`config.mk`:
```
export PLATFORM = sky130hd
export DESIGN_NAME = lagd_pll_cfg_ctrl
export DESIGN_NICKNAME = d
export VERILOG_FILES = /design/src/rtl/lagd_pll_cfg_ctrl.sv
export SDC_FILE = /design/constraint.sdc
export NUM_CORES = 1
export LEC_CHECK = 0
export ABC_AREA = 1
export CORE_MARGIN = 1.5
export CORE_UTILIZATION = 50
export DETAILED_ROUTE_END_ITERATION = 16
export PLACE_DENSITY = 0.7
export SYNTH_ARGS = -nofsm -noshare
export SYNTH_HDL_FRONTEND = slang
export SYNTH_SLANG_ARGS = --single-unit
```
`constraint.sdc`:
```
create_clock -name clk_i -period 2.6 [get_ports clk_i]
set_input_delay 0.78 -clock clk_i [delete_from_list [all_inputs] [get_ports clk_i]]
set_output_delay 0.78 -clock clk_i [all_outputs]
set_load 0.1 [all_outputs]
```
`src/rtl/lagd_pll_cfg_ctrl.sv`:
```
// Serial PLL config sequencer: shifts one word MSB-first to the PLL, captures readback, pulses cfg-valid, waits for lock.
// Latency: response 2*ClkDiv*CfgWidth+VldCycles+2 cycles after accept with lock already high, up to LockTimeout-1 more.
// Backpressure: one request in flight; cfg_ready_o low until the response handshake, response held until rsp_ready_i.
module lagd_pll_cfg_ctrl #(
    parameter int CfgWidth    = 32,
    parameter int ClkDiv      = 4,
    parameter int VldCycles   = 2,
    parameter int LockTimeout = 1024
) (
    input  logic                clk_i,
    input  logic                rst_i,
    input  logic                cfg_valid_i,
    output logic                cfg_ready_o,
    input  logic [CfgWidth-1:0] cfg_data_i,
    output logic                rsp_valid_o,
    input  logic                rsp_ready_i,
    output logic [CfgWidth-1:0] rsp_rdata_o,
    output logic                rsp_timeout_o,
    input  logic                abort_i,
    output logic                busy_o,
    output logic                pll_strb_o,
    output logic                pll_data_o,
    input  logic                pll_data_i,
    output logic                pll_cfg_vld_o,
    input  logic                pll_lock_i
);

    localparam int DivW  = $clog2(ClkDiv) + 1;
    localparam int BitW  = $clog2(CfgWidth) + 1;
    localparam int VldW  = $clog2(VldCycles) + 1;
    localparam int WaitW = $clog2(LockTimeout) + 1;

    typedef enum logic [2:0] {
        IDLE,
        SHIFT_LO,
        SHIFT_HI,
        VLD,
        LOCK_WAIT,
        RESP
    } state_t;

    state_t              state;
    logic [CfgWidth-1:0] tx_sr;
    logic [CfgWidth-1:0] rx_sr;
    logic [DivW-1:0]     div_cnt;
    logic [BitW-1:0]     bit_cnt;
    logic [VldW-1:0]     vld_cnt;
    logic [WaitW-1:0]    wait_cnt;

    // Sequencer: every output is registered and set on the transition into the state that owns it,
    // so the pad signals never glitch and are valid from the first cycle of each state.
    always_ff @(posedge clk_i) begin
        if (rst_i) begin
            state         <= IDLE;
            tx_sr         <= '0;
            rx_sr         <= '0;
            div_cnt       <= '0;
            bit_cnt       <= '0;
            vld_cnt       <= '0;
            wait_cnt      <= '0;
            cfg_ready_o   <= 1'b0;
            rsp_valid_o   <= 1'b0;
            rsp_rdata_o   <= '0;
            rsp_timeout_o <= 1'b0;
            busy_o        <= 1'b0;
            pll_strb_o    <= 1'b0;
            pll_data_o    <= 1'b0;
            pll_cfg_vld_o <= 1'b0;
        end else if (abort_i && state != IDLE) begin
            // Abandon everything, including a pending response; back to a clean idle.
            state         <= IDLE;
            div_cnt       <= '0;
            bit_cnt       <= '0;
            vld_cnt       <= '0;
            wait_cnt      <= '0;
            cfg_ready_o   <= 1'b1;
            rsp_valid_o   <= 1'b0;
            rsp_rdata_o   <= '0;
            rsp_timeout_o <= 1'b0;
            busy_o        <= 1'b0;
            pll_strb_o    <= 1'b0;
            pll_data_o    <= 1'b0;
            pll_cfg_vld_o <= 1'b0;
        end else begin
            case (state)
                IDLE: begin
                    cfg_ready_o <= 1'b1;
                    if (cfg_valid_i && cfg_ready_o) begin
                        state       <= SHIFT_LO;
                        tx_sr       <= cfg_data_i;
                        rx_sr       <= '0;
                        div_cnt     <= '0;
                        bit_cnt     <= '0;
                        cfg_ready_o <= 1'b0;
                        busy_o      <= 1'b1;
                        pll_strb_o  <= 1'b0;
                        pll_data_o  <= cfg_data_i[CfgWidth-1];
                    end
                end
                SHIFT_LO: begin
                    pll_data_o <= tx_sr[CfgWidth-1];
                    if (div_cnt == DivW'(ClkDiv - 1)) begin
                        state      <= SHIFT_HI;
                        div_cnt    <= '0;
                        pll_strb_o <= 1'b1;
                    end else begin
                        div_cnt <= div_cnt + DivW'(1);
                    end
                end
                SHIFT_HI: begin
                    if (div_cnt == DivW'(ClkDiv - 1)) begin
                        // Sample readback at the end of the high phase; data only moves while strobe is low.
                        rx_sr      <= {rx_sr[CfgWidth-2:0], pll_data_i};
                        tx_sr      <= {tx_sr[CfgWidth-2:0], 1'b0};
                        bit_cnt    <= bit_cnt + BitW'(1);
                        div_cnt    <= '0;
                        pll_strb_o <= 1'b0;
                        if (bit_cnt == BitW'(CfgWidth - 1)) begin
                            state         <= VLD;
                            vld_cnt       <= '0;
                            pll_data_o    <= 1'b0;
                            pll_cfg_vld_o <= 1'b1;
                        end else begin
                            state      <= SHIFT_LO;
                            pll_data_o <= tx_sr[CfgWidth-2];
                        end
                    end else begin
                        div_cnt <= div_cnt + DivW'(1);
                    end
                end
                VLD: begin
                    if (vld_cnt == VldW'(VldCycles - 1)) begin
                        state         <= LOCK_WAIT;
                        wait_cnt      <= '0;
                        pll_cfg_vld_o <= 1'b0;
                    end else begin
                        vld_cnt <= vld_cnt + VldW'(1);
                    end
                end
                LOCK_WAIT: begin
                    // Lock wins over a timeout that expires in the same cycle.
                    if (pll_lock_i) begin
                        state         <= RESP;
                        rsp_valid_o   <= 1'b1;
                        rsp_rdata_o   <= rx_sr;
                        rsp_timeout_o <= 1'b0;
                    end else if (wait_cnt == WaitW'(LockTimeout - 1)) begin
                        state         <= RESP;
                        rsp_valid_o   <= 1'b1;
                        rsp_rdata_o   <= rx_sr;
                        rsp_timeout_o <= 1'b1;
                    end else begin
                        wait_cnt <= wait_cnt + WaitW'(1);
                    end
                end
                RESP: begin
                    if (rsp_ready_i) begin
                        state         <= IDLE;
                        rsp_valid_o   <= 1'b0;
                        rsp_rdata_o   <= '0;
                        rsp_timeout_o <= 1'b0;
                        busy_o        <= 1'b0;
                        cfg_ready_o   <= 1'b1;
                    end
                end
                default: begin
                    state <= IDLE;
                end
            endcase
        end
    end

endmodule

```
### Yosys cells after proc, flatten, opt, wreduce, memory -nomap -nowiden

Cells that the tools add are included.

| operators by class | value |
|---|---|
| $add $sub $neg | 4 |
| equality and inequality tests | 20 |
| multiplexer cells | 57 |
| bitwise operators | 1 |
| reductions and logical operators | 26 |

Operators by type and width:

| kind | count |
|---|---|
| $mux 32 | 7 |
| $pmux 32 s2 | 3 |
| $mux 11 | 3 |
| $mux 3 | 9 |
| $pmux 11 s2 | 1 |
| $reduce_and 4->1 | 5 |
| $ne 2x2->1 const B | 9 |
| $pmux 3 s6 | 1 |
| $mux 1 | 17 |
| $mux 6 | 2 |
| $pmux 6 s2 | 1 |
| $reduce_and 3->1 | 4 |
| $reduce_bool 2->1 | 6 |
| $add 11x1->11 const B | 1 |
| $eq 11x10->1 const B | 1 |
| $pmux 1 s2 | 5 |
| $eq 3x2->1 const B | 3 |
| $reduce_bool 3->1 | 3 |
| $mux 2 | 4 |
| $add 6x1->6 const B | 1 |
| $eq 3x3->1 const B | 2 |
| $eq 6x5->1 const B | 1 |
| $ne 3x3->1 const B | 2 |
| $pmux 1 s3 | 2 |
| 12 further kinds | 15 |

| storage, ports and cells | value |
|---|---|
| register bits after elaboration | 128 |
| word-level logic and storage cells | 123 |

### Depth between registers and ports, before layout

| logic depth | value |
|---|---|
| depth after elaboration | 4 |
| mapped depth | 12 |

### Worst setup path before layout

Ideal clock, no wire load.

| path | value |
|---|---|
| path kind | register to register |
| start | register cfg_ready_o |
| end | register rx_sr[18] |
| data arrival time | 1.938 ns |
| data required time | 2.470 ns |
| path slack | 0.532 ns |
| stages on the path, launching flop included | 10 |
| buffers on the path | 2 |
| cells stage by stage | dfxtp_1 -> nand4_4 -> nand2_4 -> nand2_4 -> inv_2 -> buf_6 -> buf_6 -> nand2_2 -> o21ai_2 -> nor2_2 |

| on the way | value |
|---|---|
| cells in the longest elaborated chain, start to end | 3 |

Ends and longest elaborated chain:

| what | line | RTL |
|---|---|---|
| from (decl) | 13 | `output logic cfg_ready_o,` |
| from (signal assigned) | 61 | `cfg_ready_o <= 1'b0;` |
| from (signal assigned) | 76 | `cfg_ready_o <= 1'b1;` |
| from (signal assigned) | 87 | `cfg_ready_o <= 1'b1;` |
| $logic_and 1x1->1 | 88 | `if (cfg_valid_i && cfg_ready_o) begin` |
| $ne 2x2->1 (no line) | -- |  |
| $reduce_and 4->1 (no line) | -- |  |
| to (signal assigned) | 113 | `rx_sr <= {rx_sr[CfgWidth-2:0], pll_data_i};` |
| to (decl) | 44 | `logic [CfgWidth-1:0] rx_sr;` |

Every way passes these cells.
A chain may end at the register's enable or synchronous reset.

### Worst setup path after layout

| path | value |
|---|---|
| start | register wait_cnt[0] |
| end | register rsp_rdata_o[19] |

| on the way | value |
|---|---|
| cells in the longest elaborated chain, start to end | 3 |

Ends and longest elaborated chain:

| what | line | RTL |
|---|---|---|
| from (decl) | 48 | `logic [WaitW-1:0] wait_cnt;` |
| from (signal assigned) | 153 | `wait_cnt <= wait_cnt + WaitW'(1);` |
| $eq 11x10->1 | 147 | `end else if (wait_cnt == WaitW'(LockTimeout - 1)) begin` |
| $ne 3x3->1 (no line) | -- |  |
| $reduce_and 3->1 (no line) | -- |  |
| to (signal assigned) | 145 | `rsp_rdata_o <= rx_sr;` |
| to (signal assigned) | 150 | `rsp_rdata_o <= rx_sr;` |
| to (decl) | 17 | `output logic [CfgWidth-1:0] rsp_rdata_o,` |

Every way passes these cells.

==> flow_summary_export.csv <==
group,metric,value,unit
finish,postLayoutCellArea,7090,um2
route,drtIter0Drc,277,
setup_path,cp_max_fo,34,
setup_path,path_class,"reg -> reg",
setup_path,r2r-start,"wait_cnt[0]$_SDFFE_PP0P_",
place,placed_area,6560,um2
clock_tree,post_cts_resized,0,
yosys,netlist_area,5820,um2
floorplanning,rows,39,
floorplanning,die-area,12300,um2
grt,grt_busiest_layer,"met2",
floorplanning,die_w,111,um
power,pwr-share-comb,26.8,%
finish,fill_cells,1061,
power,power_density,896,nW/um2
clock_tree,cts_sinks,128,
finish,antenna_cells,0,
place,place_congestion,0.914,
yosys,synth_cell_types,28,
setup_path,rrSetupSlack,0.40,ns
finish,areaGrowthSynthToFinish,21.9,%
clock_tree,numCtsBuffers,17,
route,vias,5377,
grt,grt_pass1_vias,4926,
yosys,synth_nets,865,
route,totalWireLength,12.8,mm
yosys,yosysTopAreaCell,"dfxtp_1",
outcome,status,"complete, no violations",
grt,met3_usage,5.47,%
power,p_sw_share,34.2,%
grt,grt_max_degree,63,
clock_tree,root_buffer,"clkbuf_16",
power,intPower,4180,uW
clock_tree,h-tree-depth,4,
min_path,min_to,"tx_sr[10]$_SDFFE_PP0P_",
grt,grt_overflow,0,
yosys,ys_ff_latch,128,
timing,max-slew-margin-rel,58.8,%
grt,grtUsageMet1,27.1,%
yosys,seq_area_frac_synth,44.0,%
floorplanning,die-height,111,um
timing,setup_tns,0,ns
clock_tree,postCtsSetupBuffers,0,
clock_tree,clkTransAtPathRegs,0.05,ns
timing,fin_ws,0.397,ns
run,drv_cap,0,
min_path,worstHoldPathType,"reg -> reg",
grt,grtUsageTotal,21.8,%
route,antenna_left,0,
finish,nets,926,
yosys,avgSynthCellArea,7.08,um2
setup_path,worstRegToRegCells,8,
setup_path,critPathArrivalTime,2.50,ns
timing,fmax,454,MHz
clock_tree,cts_tree,"built",
timing,hold_viol,0,
route,drc,0,
yosys,synth_warnings,0,
yosys,synth_top_area_share,44.0,%
grt,grt_pass1_wl,22.1,mm
clock_tree,clock_latency,0.42,ns
timing,finClkSkew,0.0108,ns
setup_path,required,2.90,ns
floorplanning,coreArea,11400,um2
finish,drive_above_1_share,14.6,%
timing,drv_slew,0,
yosys,netlist_instances,822,
floorplanning,start_util,51.2,%
power,pwr-share-clk,33.7,%
grt,grt_use_met2,36.1,%
floorplanning,io_pins,78,
power,ir_drop,618,uV
setup_path,critPathCaptureType,"flip-flop",
clock_tree,cts_hold_buf,0,
setup_path,rr_endpoint,"rsp_rdata_o[19]$_SDFFE_PP0P_",
timing,period_share,84.7,%
place,dp_worst_setup_slack,0.176,ns
route,firstDrtPassIters,7,
route,wl_per_cell,12.4,um
setup_path,setup.worst_path.start_class,"flip-flop",
clock_tree,clk_path_buf_depth,2,
timing,setup_viol,0,
min_path,holdCritStartpoint,"tx_sr[10]$_SDFFE_PP0P_",
yosys,synthTopCellsByArea,"dfxtp_1, nand2_1, nand3_1",
place,io_buffers,77,
power,pwr-share-seq,39.5,%
min_path,hold_depth,2,
timing,period_needed,2.20,ns
power,p_sw,2170,uW
place,hpwlAfterDp,8.83,mm
power,p_leak,0.00279,uW
grt,antenna_found_initial,0,
timing,worstMarginPinSlew,0.616,ns
timing,holdWs,0.446,ns
route,viasPerCell,5.19,
timing,rsz0062_at_grt,"false",
final cells by class:
type / count / area (um2) / share of cell area, %
Multi-Input combinational cell: 572 / 2740 / 38.6
Sequential cell: 128 / 2560 / 36.1
Timing Repair Buffer: 96 / 828 / 11.7
Clock buffer: 23 / 468 / 6.60
Inverter: 68 / 255 / 3.60
Tap cell: 143 / 179 / 2.52
Clock inverter: 6 / 61.3 / 0.864
sequential cells by signal, indices dropped and copies added, names as in the netlist, 2 cells and up:
| signal | cells |
|---|---|
| rsp_rdata_o | 32 |
| state | 3 |
| vld_cnt | 2 |
| bit_cnt | 6 |
| tx_sr | 32 |
| div_cnt | 3 |
| rx_sr | 32 |
| wait_cnt | 11 |
power by group through the flow:
stage               registers, uW  logic [uW]  clock network (uW)
floorplan                    2720        1140                   0
global placement             2540        1650                   0
detailed placement           2550        1700                   0
CTS                          2510        1710                2170
global route                 2560        1930                2260
finish                       2510        1710                2140
worst max-delay path, cell delays in order, from the launching register on:
cell and delay, ns:
dfxtp_1 0.48, ha_1 0.34, nand2_1 0.12, nor2_2 0.22, nand3_1 0.13, nand2_1 0.11
nand2_2 0.37, nand3_1 0.22, a21oi_1 0.08
kinds of logic after synthesis:
logic type	share of synthesized area, %
AOI/OAI and AO/OA	17.1
buffers and inverters	8.88
xor gates and xnor gates	0.151
DFF	44.0
and+or+nand+nor	29.0
adders and majority gates	0.860
per-layer routing:
layer / vias to the layer above / part of all wire, %
met5: - / 0
met4: 0 / 1.4
met3: 15 / 4.9
met2: 111 / 48
met1: 2444 / 46
li1: 2807 / -
cells in the mapped netlist (all sizes together):
cell	instances
nand2	180
dfxtp	128
o21ai	103
nand3	102
nor2	84
a21oi	82
inv	68
buf	33
clkbuf	21
nand4	5
ha	4
o21bai	3
or2	3
nor3	2
a211oi	1
nand3b	1
nor3b	1
xor2	1
cells in the final DEF, fill, tap and decap left out, drive strengths merged:
cell type / netlist / layout
clkdlybuf4s50: 0 / 38
bufinv: 0 / 1
a21oi: 82 / 82
nand3b: 1 / 1
o21bai: 3 / 3
buf: 33 / 58
or2: 3 / 3
nor2: 84 / 84
nand2: 180 / 180
ha: 4 / 4
clkinvlp: 0 / 1
nor3: 2 / 2
inv: 68 / 68
o21ai: 103 / 103
nand4: 5 / 5
clkbuf: 21 / 23
nor3b: 1 / 1
clkinv: 0 / 4
a211oi: 1 / 1
nand3: 102 / 102
dfxtp: 128 / 128
xor2: 1 / 1
through the flow:
| stage | power, uW | utilization, % | std cells |
|---|---|---|---|
| floorplan | 3870 | - | 822 |
| global placement | 4190 | 57.7 | 1007 |
| detailed placement | 4250 | 57.7 | 1007 |
| CTS | 6390 | 62.4 | 1036 |
| global route | 6740 | 62.4 | 1036 |
| finish | 6360 | 62.4 | 1036 |
worst max-delay path by stage:
stage	slack (ns)	depth (start not counted)	start	to
5_1_grt	0.1	8	wait_cnt[0]$_SDFFE_PP0P_	rsp_rdata_o[10]$_SDFFE_PP0P_
3_5_place_dp	0.18	9	cfg_valid_i	rx_sr[7]$_SDFFE_PP0P_
3_3_place_gp	0.22	9	cfg_valid_i	rx_sr[8]$_SDFFE_PP0P_
2_1_floorplan	0.53	9	cfg_ready_o$_SDFFE_PP0P_	rx_sr[18]$_SDFFE_PP0P_
6_report	0.40	8	wait_cnt[0]$_SDFFE_PP0P_	rsp_rdata_o[19]$_SDFFE_PP0P_
4_1_cts	0.40	8	wait_cnt[0]$_SDFFE_PP0P_	rsp_rdata_o[16]$_SDFFE_PP0P_
Note: power is estimated with default switching activity, not from simulation.
